**src/rtl/sha256_block_shifter.sv**
```systemverilog
// Serial transmit end of the rolled SHA-256 transform: stages one block and shifts it
// out MSB first, locked to the ready pulse. Define SHA_SHIFT_NONCE_INC_EN to enable nonce re-send.
module sha256_block_shifter #(
    parameter int BLOCK_W   = 512,
    parameter int ROUND_CYC = 64,
    parameter int NONCE_LSB = 384
) (
    input  logic               clk,
    input  logic               rst_n,
    input  logic               sync_in,
    input  logic               load_valid,
    output logic               load_ready,
    input  logic [BLOCK_W-1:0] load_data,
    output logic               tx_shift,
    output logic               busy,
    output logic               block_start,
    output logic               block_done,
    output logic               underrun
);
    localparam int               CNT_W    = $clog2(BLOCK_W + 1);
    localparam logic [CNT_W-1:0] CNT_LAST = CNT_W'(BLOCK_W);
    localparam logic [CNT_W-1:0] CNT_ONE  = CNT_W'(1);
    localparam logic [0:0]       S_IDLE   = 1'b0;
    localparam logic [0:0]       S_SHIFT  = 1'b1;

    if ((BLOCK_W % ROUND_CYC) != 0 || (NONCE_LSB + 32) > BLOCK_W) begin : g_bad_params
        $error("sha256_block_shifter: BLOCK_W, ROUND_CYC and NONCE_LSB are inconsistent");
    end

    logic [0:0]         state;
    logic [CNT_W-1:0]   cnt;
    logic               staged_full;
    logic [BLOCK_W-1:0] staged;
    logic [BLOCK_W-1:0] sreg;
    logic [BLOCK_W-1:0] next_blk;
    logic               shifting;
    logic               at_end;
    logic               take;
    logic               load_fire;

    // cnt runs 1..BLOCK_W; the final count is the completion cycle, not a data bit.
    assign shifting   = (state == S_SHIFT) && (cnt != CNT_LAST);
    assign at_end     = (state == S_SHIFT) && (cnt == CNT_LAST);
    assign load_ready = !staged_full;
    assign load_fire  = load_valid && !staged_full;

`ifdef SHA_SHIFT_NONCE_INC_EN
    logic [BLOCK_W-1:0] last_blk;

    // NOTE: next_blk gets a full default first, so no path can leave it unassigned (no latch).
    always_comb begin
        next_blk                  = last_blk;
        next_blk[NONCE_LSB +: 32] = last_blk[NONCE_LSB +: 32] + 32'd1;
        if (staged_full) next_blk = staged;
    end

    assign take = (staged_full && sync_in && (state == S_IDLE)) || at_end;
`else
    assign next_blk = staged;
    assign take     = staged_full && ((sync_in && (state == S_IDLE)) || at_end);
`endif

    // The first bit of a new block is driven combinationally in its start cycle.
    assign block_start = take;
    assign block_done  = at_end;
    assign busy        = take || shifting;
    assign tx_shift    = take ? next_blk[BLOCK_W-1] : (shifting && sreg[BLOCK_W-1]);

    // NOTE: sequential state uses non-blocking assignments so every flop samples pre-edge values.
    always_ff @(posedge clk or negedge rst_n) begin
        if (!rst_n) begin
            state       <= S_IDLE;
            cnt         <= '0;
            staged_full <= 1'b0;
            underrun    <= 1'b0;
        end else begin
            if (load_fire) begin
                staged_full <= 1'b1;
            end else if (take) begin
                staged_full <= 1'b0;
            end

            if (take) begin
                state <= S_SHIFT;
                cnt   <= CNT_ONE;
            end else if (at_end) begin
                state    <= S_IDLE;
                cnt      <= '0;
                underrun <= 1'b1;
            end else if (shifting) begin
                cnt <= cnt + CNT_ONE;
            end
        end
    end

    // NOTE: wide data registers carry no reset; control flags alone decide when they are meaningful.
    always_ff @(posedge clk) begin
        if (load_fire) staged <= load_data;
        if (take) begin
            sreg <= next_blk << 1;
        end else begin
            sreg <= sreg << 1;
        end
`ifdef SHA_SHIFT_NONCE_INC_EN
        if (take) last_blk <= next_blk;
`endif
    end
endmodule

```
**config.mk**
```make
export PLATFORM = sky130hd
export DESIGN_NAME = sha256_block_shifter
export DESIGN_NICKNAME = d
export VERILOG_FILES = /design/src/rtl/sha256_block_shifter.sv
export SDC_FILE = /design/constraint.sdc
export NUM_CORES = 1
export LEC_CHECK = 0
export CORE_ASPECT_RATIO = 1.1
export CORE_UTILIZATION = 25
export CTS_CLUSTER_DIAMETER = 100
export DETAILED_ROUTE_END_ITERATION = 6
export PLACE_DENSITY = 0.43
export SYNTH_ARGS = -nofsm -noshare
export SYNTH_HDL_FRONTEND = slang
export SYNTH_SLANG_ARGS = --single-unit
```
**constraint.sdc**
```tcl
create_clock -name clk -period 34.7 [get_ports clk]
set_input_delay 10.41 -clock clk [delete_from_list [all_inputs] [get_ports clk]]
set_output_delay 10.41 -clock clk [all_outputs]
set_load 0.01 [all_outputs]
```
==> flow_results.org <==
** Critical path
- Worst path required time :: 24.29 ns
- Cell type of the slowest stage on the worst timing path :: clkdlybuf4s50_1
- Kind of end point of the critical path :: primary output
- Worst r2r path cells :: 10
- The signal on the critical path passes through clkdlybuf4s50_1, o21ai_0, nand2_1, clkdlybuf4s50_1.
- At the worst endpoint, the arrival time is 11.90 ns.
- The worst setup path is launched from an input pin.
- Among the stages of the critical path, the cell type that occurs most often is clkdlybuf4s50_1.
- By startpoint and endpoint, the worst setup path is classified as input pin to primary output.
- Crit path buffers/inverters :: 2
- Grouping stages by cell kind, the critical path spends the most delay in buffers and inverters.
- Crit path max fanout :: 3
- The critical path runs through a total of 4 cells.
- Worst stage delay on the critical path :: 0.50 ns

** Detailed routing
- For this block, the initial DRC count from the detailed router was 695.
- WL/cell :: 16.8 um
- The detail route stage leaves a number of antenna-violating nets equal to 0.
- The detailed router placed 15,600 vias in this run.
- The final layout contains routed wiring with a total length of 69.2 mm.
- Using the TritonRoute via totals, the vias-per-cell ratio works out to 3.78.
- The first detailed-routing pass ran for 4 iterations.
- In the routed design, unresolved DRC markers number 0.

** STA
- In the finished design, the share of the clock period the worst path needs comes to 64.3%.
- For the finished layout, the period the worst path requires is 22.31 ns.
- Transition at the pin with the smallest max-transition slack :: 1.09 ns
- Setup repair after global routing missed its margin :: false
- Final-report max-slew violation count :: 0
- Total setup violations reported at the end of the flow :: 0
- Minimum hold slack :: 0.424 ns
- Setup total negative slack on the finished layout was measured at 0 ns.
- Based on the critical path, the design can be clocked at up to 44.8 MHz.
- Number of endpoints with negative hold slack in the final report :: 0
- Max-Slew Margin vs Limit :: 27.6%
- Largest clock skew in the final design :: 0.0204 ns

** Power and ir drop
- Leakage power figure :: 15.2 nW
- The design draws 0.00255 W.
- Worst supply voltage drop on vdd :: 0.0000359 V
- Power spread over the standard cell area amounts to 58.8 mW/mm^2.

** Clock network
- After clock tree synthesis, the clock-pin slew on the worst setup and hold paths is 0.06 ns.
- Number of gates resized after CTS :: 0
- Maximum count of clock buffers along a single path :: 3
- In this run, post-CTS hold repair placed 0 buffers.
- Number of clock sinks :: 1,036
- # H-tree levels :: 3
- TritonCTS Buffers :: 113
- CTS root buf :: clkbuf_16
- TritonCTS built the clock tree.
- The later pin in the worst-skew pair is clocked with a latency of 0.71 ns.
- Post CTS Setup Buffer Count :: 0

** Synthesis
- Number of synthesized flops with an enable pin :: 512
- In this run the biggest area consumer among cell types represents 46.7% of the synthesized area.
- Post-synth ARST share :: 1.25%
- Most common flop cell mapped by yosys :: edfxtp_1
- Commonest cells in the synthesized netlist :: edfxtp_1, dfxtp_1, mux2_1
- Post-synth design cell area :: 0.0329 mm^2
- Count of mapped cells out of synthesis :: 1,669
- The biggest area contributor in the post-synthesis netlist is edfxtp_1.
- Average size of a mapped cell :: 19.7 um^2
- Library cells used by synthesis :: 39
- Post-synthesis sequential element count :: 1,036
- When the netlist entered floorplanning its net count stood at 2,187.
- After synthesis, the cell types taking the most area are edfxtp_1, dfxtp_1, mux2_1.
- edfxtp_1 is the most common cell in the netlist.
- For this run, the number of Yosys warnings is 0.
- Register area share after synthesis :: 78.7%

** Placement
- Detailed placement HPWL :: 45.2 mm
- Port Buffer Count :: 521
- Routability-driven placement finished with a final weighted congestion of 0.701.
- Placed instance area :: 0.0397 mm^2

** GRT
- Entering global routing, the biggest net connects 149 pins.
- The first global-routing pass estimated 104 mm of wire.
- Global routing used 10.3% of the available tracks across all layers.
- The total overflow left after global routing is 0.
- The number of global-route vias before repair came to 17,000.
- Initial antenna violation count :: 24

** Job
- Max-cap violations in this run came to 0.

** Final layout
- Fill cells in the final layout number 12,500.
- Of the cells placed in the final design, the portion with a size suffix greater than 1 is 15.2%.
- Footprint of the multi-input gates :: 0.00614 mm^2
- Compared with the post-synthesis result, the final layout area differs by 31.7%.
- Nets :: 2,781
- Sequential cell area :: 0.0259 mm^2
- Total non-filler cell area in the finished layout :: 0.0434 mm^2

** Floorplanning
- In this run the standard cell core region covers 0.131 mm^2.
- Count of boundary I/O pins :: 522
- Once the floorplan was initialized, standard cells occupied 25.2% of the core.
- Measured along the y axis, the die boundary spans 383 um.
- Placement Rows :: 139
- The die is 348 um wide.
- The die covers 0.133 mm^2.

** Min path
- In this run the worst hold path is classified as flop to flop.
- Counting instances, the worst hold path has a depth of 1.

** Outcome
- The run finished with clean final reports.
-- state kept, by name, indices dropped and copies added, names as in the netlist --
name and count:
sreg 511, state 1, underrun 1, cnt 10
staged_full 1, next_blk 512
-- metrics by stage --
| stage | cells | util [%] | setup WS [ns] |
|---|---|---|---|
| after floorplan | 1669 | - | 0.882 |
| after global routing | 4125 | 33.2 | 12.27 |
| after detailed placement | 3910 | 30.4 | 12.42 |
| final | 4127 | 33.2 | 12.39 |
| after global placement | 3910 | 30.4 | 12.38 |
| after CTS | 4124 | 33.2 | 12.39 |
-- power by group --
group	internal, W	switching (W)	total [W]
clock network	0.000706	0.000483	0.00119
registers	0.00129	0.00000467	0.00129
logic	0.0000550	0.0000147	0.0000697
total	0.00205	0.000503	0.00255
-- metal layers --
metal	wire length, um	vias to the layer above	global-route usage, %
li1	-	7351	-
met4	1840	40	4.19
met2	33700	421	17.2
met3	5610	150	4.09
met1	27800	7643	11.8
met5	243	-	0
-- cell type report --
cell class              count  share of cell area, %
flip-flops and latches   1036                   59.8
multi-input cells         568                   14.2
repair buffers            537                   12.3
clock buffers             167                   7.46
well taps                1762                   5.08
clock inverters            47                   1.12
inverters                   7                 0.0606
diodes                      3                 0.0173
-- kinds of logic (layout without fill, tap and decap cells) --
family,count (synthesis),count (layout),share of synthesized area [%]
xor gates and xnor gates,2,2,0.0532
and+or+nand+nor,34,34,0.555
other,0,3,0
adders and majority gates,2,2,0.0760
muxes,510,510,17.4
buffers and inverters,65,758,2.66
AOI/OAI and AO/OA,20,20,0.483
DFF,1036,1036,78.7
-- layout by cell type, fill, tap and decap left out, types with 7 or more instances in the layout --
cell             synthesis  layout
bufinv_16                0       8
nor2_1                   8       7
dfxtp_1                511     511
clkbuf_1                 1      37
clkdlybuf4s50_1          0     521
clkinv_2                 0      19
edfxtp_1               512     512
inv_1                    7       7
buf_4                   15      15
dfrtp_1                 13      13
mux2_2                 167     167
clkbuf_8                 0      14
clkbuf_16                0     116
mux2_1                 343     343
-- path summary, 6_finish.rpt --
path	slack, ns	to	startpoint
max	12.39	busy	sync_in
max in group asynchronous	24.02	cnt[4]	rst_n
min	0.42	sreg[431]	sreg[430]
min reg2reg	0.42	sreg[431]	sreg[430]
min in group asynchronous	10.17	state	rst_n
max reg2reg	29.38	sreg[427]	cnt[0]
No activity file was read; power rests on OpenSTA's default activity.
